===== src/rtl/core_sequencer.sv =====
`default_nettype none
// +--------------------------------------------------------------------------+
// | core_sequencer: issues fetch/decode/exec/mem start pulses in order,      |
// | then retires each instruction with a write strobe and a PC update.       |
// | Revision: 1.0                                                            |
// +--------------------------------------------------------------------------+
module core_sequencer #(
  parameter logic [31:0] RESET_PC = 32'h0000_0000
) (
  input  logic        clk,
  input  logic        rstn,
  output logic        o_fetch_enabled,
  input  logic        i_fetch_completed,
  output logic        o_decode_enabled,
  input  logic        i_decode_completed,
  input  logic        i_dec_is_load,
  input  logic        i_dec_is_store,
  input  logic        i_dec_writes_to_reg,
  input  logic [4:0]  i_dec_rd,
  output logic        o_exec_enabled,
  input  logic        i_exec_completed,
  input  logic [31:0] i_exec_next_pc,
  output logic        o_mem_enabled,
  input  logic        i_mem_completed,
  output logic        o_reg_we,
  output logic [4:0]  o_reg_wd,
  output logic [31:0] o_pc,
  input  logic        i_halt_req,
  output logic        o_halted,
  output logic [31:0] o_instret
);

  typedef enum logic [3:0] {
    S_IDLE        = 4'd0,
    S_FETCH       = 4'd1,
    S_FETCH_WAIT  = 4'd2,
    S_DECODE      = 4'd3,
    S_DECODE_WAIT = 4'd4,
    S_EXEC        = 4'd5,
    S_EXEC_WAIT   = 4'd6,
    S_MEM         = 4'd7,
    S_MEM_WAIT    = 4'd8,
    S_WB          = 4'd9,
    S_HALT        = 4'd10
  } state_t;

  state_t      r_state;
  state_t      w_next;
  logic        r_is_load;
  logic        r_is_store;
  logic        r_writes_to_reg;
  logic [4:0]  r_rd;
  logic [31:0] r_next_pc;
  logic [31:0] r_pc;
  logic [31:0] r_instret;
  logic        w_is_mem;

  assign w_is_mem = r_is_load | r_is_store;

  always_ff @(posedge clk) begin
    if (!rstn) r_state <= S_IDLE;
    else       r_state <= w_next;
  end

  // completed inputs only matter in their own WAIT state
  always_comb begin
    w_next = r_state;
    case (r_state)
      S_IDLE:        w_next = i_halt_req ? S_HALT : S_FETCH;
      S_FETCH:       w_next = S_FETCH_WAIT;
      S_FETCH_WAIT:  if (i_fetch_completed)  w_next = S_DECODE;
      S_DECODE:      w_next = S_DECODE_WAIT;
      S_DECODE_WAIT: if (i_decode_completed) w_next = S_EXEC;
      S_EXEC:        w_next = S_EXEC_WAIT;
      S_EXEC_WAIT:   if (i_exec_completed)   w_next = w_is_mem ? S_MEM : S_WB;
      S_MEM:         w_next = S_MEM_WAIT;
      S_MEM_WAIT:    if (i_mem_completed)    w_next = S_WB;
      S_WB:          w_next = i_halt_req ? S_HALT : S_FETCH;
      S_HALT:        if (!i_halt_req)        w_next = S_FETCH;
      default:       w_next = S_IDLE;
    endcase
  end

  always_ff @(posedge clk) begin
    if (!rstn) begin
      r_is_load       <= 1'b0;
      r_is_store      <= 1'b0;
      r_writes_to_reg <= 1'b0;
      r_rd            <= 5'd0;
      r_next_pc       <= 32'd0;
      r_pc            <= RESET_PC;
      r_instret       <= 32'd0;
    end else begin
      if (r_state == S_DECODE_WAIT && i_decode_completed) begin
        r_is_load       <= i_dec_is_load;
        r_is_store      <= i_dec_is_store;
        r_writes_to_reg <= i_dec_writes_to_reg;
        r_rd            <= i_dec_rd;
      end
      if (r_state == S_EXEC_WAIT && i_exec_completed)
        r_next_pc <= i_exec_next_pc;
      // PC and retire count move together on the edge leaving WB
      if (r_state == S_WB) begin
        r_pc      <= r_next_pc;
        r_instret <= r_instret + 32'd1;
      end
    end
  end

  assign o_fetch_enabled  = (r_state == S_FETCH);
  assign o_decode_enabled = (r_state == S_DECODE);
  assign o_exec_enabled   = (r_state == S_EXEC);
  assign o_mem_enabled    = (r_state == S_MEM);
  assign o_reg_we         = (r_state == S_WB) && r_writes_to_reg && (r_rd != 5'd0);
  assign o_reg_wd         = r_rd;
  assign o_pc             = r_pc;
  assign o_halted         = (r_state == S_HALT);
  assign o_instret        = r_instret;

endmodule
`default_nettype wire


===== config.mk =====
export PLATFORM = sky130hd
export DESIGN_NAME = core_sequencer
export DESIGN_NICKNAME = d
export VERILOG_FILES = /design/src/rtl/core_sequencer.sv
export SDC_FILE = /design/constraint.sdc
export NUM_CORES = 1
export LEC_CHECK = 0
export CORE_MARGIN = 5
export CORE_UTILIZATION = 44
export CTS_BUF_LIST = sky130_fd_sc_hd__clkbuf_16
export CTS_CLUSTER_SIZE = 16
export DETAILED_ROUTE_END_ITERATION = 8
export PLACE_DENSITY = 0.88
export SLEW_MARGIN = 20
export SYNTH_ARGS = -nofsm -noshare
export SYNTH_HDL_FRONTEND = slang
export SYNTH_SLANG_ARGS = --single-unit

===== constraint.sdc =====
create_clock -name clk -period 1.6 [get_ports clk]
set_input_delay 0.32 -clock clk [delete_from_list [all_inputs] [get_ports clk]]
set_output_delay 0.32 -clock clk [all_outputs]
set_load 0.1 [all_outputs]

==> impl_metrics.ini, run 1 <==
[clocking]
root_buffer = clkbuf_16
numCtsBuffers = 9
cts_tree = done
cts_hold_buffers = 0
cts.htree.levels = 3
cts_max_path_buffers = 2
clkSlewWorstSetupHoldPaths_ns = 0.07
clock_latency_ns = 0.34
cts_sinks = 108

[sta]
period_share = 1.20
finalHoldViolCount = 0
slew_headroom = 0.756
fin_ws_ns = -0.319
rsz0062_at_grt = true
slew_viol_final = 0
max_clock_freq_mhz = 521
setup-violations-final = 62
worst_pin_slew_ns = 0.365
period_needed_ns = 1.92
fin_skew_ns = 0.00843

[floorplanning]
rows = 37
die_h_microns = 112
initial_core_util = 0.447
core_sq_mm = 0.0102
die_w_microns = 112
io-pin-count = 122
design.die.area_sq_mm = 0.0125

[final_layout]
nNetsFinal = 748
drive_gt1_frac = 0.465
utilization = 0.849
final-instance-count-excl-fill = 839
syn_to_final_growth_pct = 89.9
final_area_sq_mm = 0.00864
fillers = 485
antenna_cells = 0

[run]
maxCapViolCount = 0

[drt]
drt_iter0_drc = 221
wire_per_inst_microns = 20.6
route.met2.wl_microns = 9380
via_per_inst = 5.51
top_layer_used = met5
route.detailed.drc = 0
vias = 4621
postRouteAntennaNets = 0
routed_wl_microns = 17300
met1_length_microns = 6170
routed-wl-met3_microns = 1140
dr.pass1.iters = 5

[power_and_ir_drop]
ir_worst_vdd_mv = 0.626
p_leak_nw = 3.36
total_power_mw = 7.42
power.density_mw_per_mm2 = 859

[hold_path]
hp-class = input port to register
hold_start = rstn

[setup_path]
critPathLaunch = r_state[2]
cp_max_fo = 6
end_kind = register
cp.required_ns = 1.88
endpoint = r_state[2]
critPathArrivalTime_ns = 2.20
r2r_start = r_state[2]
r2r_setup_slack_ns = -0.32
r2r_end = r_state[2]
reg2regPathDepth = 8
cp-start-kind = register
worstSetupPathType = register to register

[outcome]
outcome = complete, but fails checks
violations = negative setup slack

[placement]
placed_cell_area_sq_mm = 0.00733
dp_slack_ns = -0.464
place_inst = 790
io_buffers = 121
gp_congestion = 0.853
dpl.hpwl_microns = 9380

[grt]
antenna_found_initial = 1
grt_max_degree = 45
grt_overflow = 0
grt_pass1_vias = 4532
track_usage = 0.222
grt_pass1_wl_microns = 22800

[logic_synthesis]
syn-num-nets = 578
synth_area_per_cell_sq_um = 8.59
synth_edf_count = 0
ys_types = 41
synth_seq_cells = 108
synthArstFlopShare = 0
synth_ff_type = dfxtp_1
yosys_warnings = 0
yosysSeqAreaShare = 0.475
netlist_instances = 530
syn_area_sq_mm = 0.00455
-- worst max-delay path, stage by stage, from the launching register on --
cell and delay (ns):
dfxtp_2 0.33, buf_6 0.11, buf_6 0.13, buf_6 0.12, a21oi_4 0.14, nor2b_2 0.07, or4_4 0.58, nor3_2 0.19
o21a_1 0.18
-- area by class of cell --
type / instances / area (sq um) / area share
multi-input cells: 385 / 3060 / 0.355
repair buffers: 192 / 2830 / 0.327
flip-flops and latches: 108 / 2290 / 0.265
clock buffers: 10 / 250 / 0.0290
well taps: 136 / 170 / 0.0197
clock inverters: 4 / 25.0 / 0.00290
inverters: 4 / 15.0 / 0.00174
-- cells in the mapped netlist (2+ instances only) --
| cell type | count | area [sq um] |
|---|---|---|
| xnor2_1 | 10 | 87.6 |
| clkbuf_1 | 21 | 78.8 |
| or3_1 | 7 | 43.8 |
| dfxtp_1 | 108 | 2160 |
| nor2_1 | 8 | 30.0 |
| nand2_1 | 146 | 548 |
| o21ai_0 | 9 | 45.0 |
| and2_1 | 26 | 163 |
| o21a_1 | 2 | 15.0 |
| nor3_1 | 5 | 25.0 |
| nand2b_1 | 5 | 31.3 |
| xor2_1 | 15 | 131 |
| nor2b_1 | 13 | 81.3 |
| buf_1 | 3 | 11.3 |
| a21oi_1 | 5 | 25.0 |
| nor4_2 | 2 | 25.0 |
| buf_2 | 10 | 50.1 |
| and4_1 | 4 | 35.0 |
| mux2i_1 | 8 | 80.1 |
| and3_1 | 7 | 43.8 |
| inv_1 | 4 | 15.0 |
| nor4_1 | 10 | 62.6 |
| or2_2 | 2 | 12.5 |
| a21boi_0 | 63 | 473 |
| nand3_1 | 13 | 65.1 |
| a21boi_1 | 9 | 67.6 |
-- placed cells by master (no fill, tap or decap), drive strengths merged, types with 2 or more instances in the layout --
master         instances
or2                    2
clkinv                 2
nand4                  2
or3                    7
o21a                   2
buf                  141
o21ai                  9
xor2                  15
and4                   4
a21oi                  5
clkbuf                16
mux2i                  8
xnor2                 10
clkdlybuf4s50         45
a21boi                72
nand2                146
inv                    5
and2                  26
dfxtp                108
nor3                   6
and3                   7
nor2                   8
nor4                  12
nand3                 15
nor2b                 13
nand2b                 5
-- per-stage QoR --
| step | hold WS (ns) | TNS, ns |
|---|---|---|
| after floorplan | 0.435 | -1.39 |
| after global placement | 0.440 | -1.54 |
| after detailed placement | 0.447 | -3.57 |
| after CTS | 0.372 | -0.943 |
| after global routing | 0.392 | -7.55 |
| final | 0.382 | -4.55 |
-- logic make-up after synthesis --
group                      after synthesis  synth area share
and+or+nand+nor                        254             0.269
DFF                                    108             0.475
AOI/OAI and AO/OA                       95             0.151
buffers and inverters                   38            0.0341
xor gates and xnor gates                25            0.0481
muxes                                    8            0.0176
adders and majority gates                2           0.00495
-- power by group --
group,internal (mW),leakage [nW],switching (mW)
combinational,1.17,2.33,1.33
clock,1.13,0.136,0.993
sequential,2.72,0.900,0.0775
-- metal layers --
layer | vias up | global-route usage
li1 | 2118 | -
met1 | 2272 | 0.249
met2 | 186 | 0.392
met3 | 43 | 0.0701
met4 | 2 | 0.0852
met5 | - | 0
-- worst min path at each step --
stage,to,cells after the start,slack [ns]
final,r_next_pc[3],2,0.38
after global routing,o_pc[20],2,0.39
after CTS,r_next_pc[3],2,0.37
after detailed placement,r_next_pc[19],2,0.45
after global placement,r_next_pc[12],2,0.44
after floorplan,r_next_pc[12],2,0.44
-- what timing repair did --
item	in CTS	in global routing
setup endpoints to repair	49	91
gates resized for setup	29	174
pin swaps	9	84
setup buffers	8	17
cloned	4	7
Note: power is estimated with default switching activity, not from simulation.
==> run 2, diff against run 1 <==
--- a/config.mk
+++ b/config.mk
@@ -5,13 +5,13 @@
 export SDC_FILE = /design/constraint.sdc
 export NUM_CORES = 1
 export LEC_CHECK = 0
+export ABC_AREA = 1
 export CORE_MARGIN = 5
 export CORE_UTILIZATION = 44
 export CTS_BUF_LIST = sky130_fd_sc_hd__clkbuf_16
 export CTS_CLUSTER_SIZE = 16
 export DETAILED_ROUTE_END_ITERATION = 8
 export PLACE_DENSITY = 0.88
-export SLEW_MARGIN = 20
 export SYNTH_ARGS = -nofsm -noshare
 export SYNTH_HDL_FRONTEND = slang
 export SYNTH_SLANG_ARGS = --single-unit
==> impl_metrics.ini, run 2 <==
[drt]
dr.pass1.iters = 7
route.detailed.drc = 1
routed_wl_microns = 13600
via_per_inst = 5.19
postRouteAntennaNets = 0
drt_iter0_drc = 264
wire_per_inst_microns = 15.1
vias = 4678

[logic_synthesis]
synth_top_area_frac = 0.475
ys_types = 27
syn-num-nets = 670
syn_area_sq_mm = 0.00455
yosysSeqAreaShare = 0.475
netlist_instances = 622
synth_edf_count = 0
synth_top_area_cell = dfxtp_1
synthArstFlopShare = 0
synth_seq_cells = 108
synth_ff_type = dfxtp_1
yosys-top-cells-count = 108 x dfxtp_1, 95 x nand2_1, 84 x a21oi_1
synth_area_per_cell_sq_um = 7.32
yosysMostFrequentCell = dfxtp_1
synthTopCellsByArea = dfxtp_1 47%, a21oi_1 9.2%, o21ai_0 8.5%
yosys_warnings = 0

[sta]
period_needed_ns = 1.73
fin_skew_ns = 0.00989
setup-violations-final = 6
hold_ws_ns = 0.342
slew_viol_final = 0
max_clock_freq_mhz = 577
worst_pin_slew_ns = 0.491
period_share = 1.08
finalSetupTns_ns = -0.378
slew_headroom = 0.670
finalHoldViolCount = 0
fin_ws_ns = -0.133
rsz0062_at_grt = true

[hold_path]
hp-class = input port to register
hold-path-cell-count = 3

[clocking]
numCtsBuffers = 9
cts_max_path_buffers = 2
clkSlewWorstSetupHoldPaths_ns = 0.08
cts_sinks = 108
cts_tree = done
cts.htree.levels = 3
cts_hold_buffers = 0
clock_latency_ns = 0.35
root_buffer = clkbuf_16

[floorplanning]
rows = 37
initial_core_util = 0.445
die_w_microns = 112
die_h_microns = 112
design.die.area_sq_mm = 0.0125
io-pin-count = 122
core_sq_mm = 0.0102

[run]
maxCapViolCount = 0

[final_layout]
syn_to_final_growth_pct = 64.3
drive_gt1_frac = 0.271
multi_input_area_sq_mm = 0.00213
final-instance-count-excl-fill = 901
final_cell_mix = 87 x nand2_1, 84 x a21oi_1, 78 x buf_12, 70 x inv_1, 70 x dfxtp_1
final_common_cell = nand2_1
final_area_sq_mm = 0.00748
utilization = 0.731
fillers = 705
antenna_cells = 0
final-seq-area_sq_mm = 0.00228
nNetsFinal = 808

[power_and_ir_drop]
total_power_mw = 8.34
ir_worst_vdd_mv = 0.695
power.density_mw_per_mm2 = 1110
p_leak_nw = 2.85

[grt]
grt_overflow = 0
grt_max_degree = 62
grt_pass1_wl_microns = 21900
antenna_found_initial = 0
grt_pass1_vias = 4625
track_usage = 0.212

[placement]
gp_congestion = 0.871
dp_slack_ns = 0.00953
placed_cell_area_sq_mm = 0.00690
io_buffers = 121
dpl.hpwl_microns = 9680
place_inst = 867

[setup_path]
cp-start-kind = register
end_kind = output port
worstSetupPathType = register to output port
cp.required_ns = 1.28
critPathArrivalTime_ns = 1.41
cp_max_fo = 3
reg2regPathDepth = 9

[outcome]
violations = design-rule violations, negative setup slack
outcome = complete, but fails checks
## run 2: cell types whose count changed in the layout (fill, tap and decap cells not counted), sizes merged, moves of 13 or more
| cell | delta |
|---|---|
| nand3 | +19 |
| o21ai | +68 |
| nor2 | +78 |
| nor2b | -13 |
| a21boi | -72 |
| buf | -32 |
| inv | +75 |
| nand2 | -49 |
| a21oi | +79 |
| and2 | -25 |
## run 2: where the power goes
part           leakage, nW  internal (mW)  total, mW  switching, mW
Clock                0.155           1.26       2.32           1.07
Combinational         1.79           1.09       2.96           1.87
Sequential           0.898           2.85       3.05          0.202
## run 2: area by class of cell
| type | count | share of cell area |
|---|---|---|
| Inverter | 77 | 0.0393 |
| Multi-Input combinational cell | 410 | 0.285 |
| Tap cell | 136 | 0.0227 |
| Sequential cell | 108 | 0.304 |
| Timing Repair Buffer | 154 | 0.306 |
| Clock buffer | 9 | 0.0301 |
| Clock inverter | 7 | 0.0124 |
## run 2: logic make-up (layout without fill, tap and decap cells)
kind of cell	count (synthesis)	after routing	synth area share
AND/OR/NAND/NOR	238	238	0.235
buffers and inverters	104	247	0.0926
AO/OA/AOI/OAI	165	165	0.184
XOR/XNOR	6	6	0.0115
adder cells (fa/ha/maj)	1	1	0.00275
flip-flops	108	108	0.475
## run 2: per-layer routing
metal,track usage,part of all wire,vias up
li1,-,-,2306
met1,0.237,0.38,2169
met2,0.380,0.53,169
met3,0.0549,0.069,34
met4,0.0876,0.029,0
met5,0,0,-
## run 2: worst paths after layout
path	start	endpoint	slack, ns
worst min-delay path	rstn	o_instret[28]	0.34
worst max-delay path	r_state[3]	o_reg_we	-0.13
worst max register to register	r_state[0]	o_instret[13]	-0.02
worst min register to register	r_next_pc[10]	o_pc[10]	0.45
## run 2: what timing repair did
item,in CTS,in global routing
pin swaps,6,9
endpoints found under the setup margin,6,50
gates resized for setup,16,36
setup buffers,8,10
cloned,0,0
## run 2: worst max-delay path: stages (launching register included)
cell and delay (ns):
dfxtp_2 0.34, inv_2 0.08, nor2_4 0.11, nand2_4 0.07
a311oi_4 0.25, buf_12 0.22
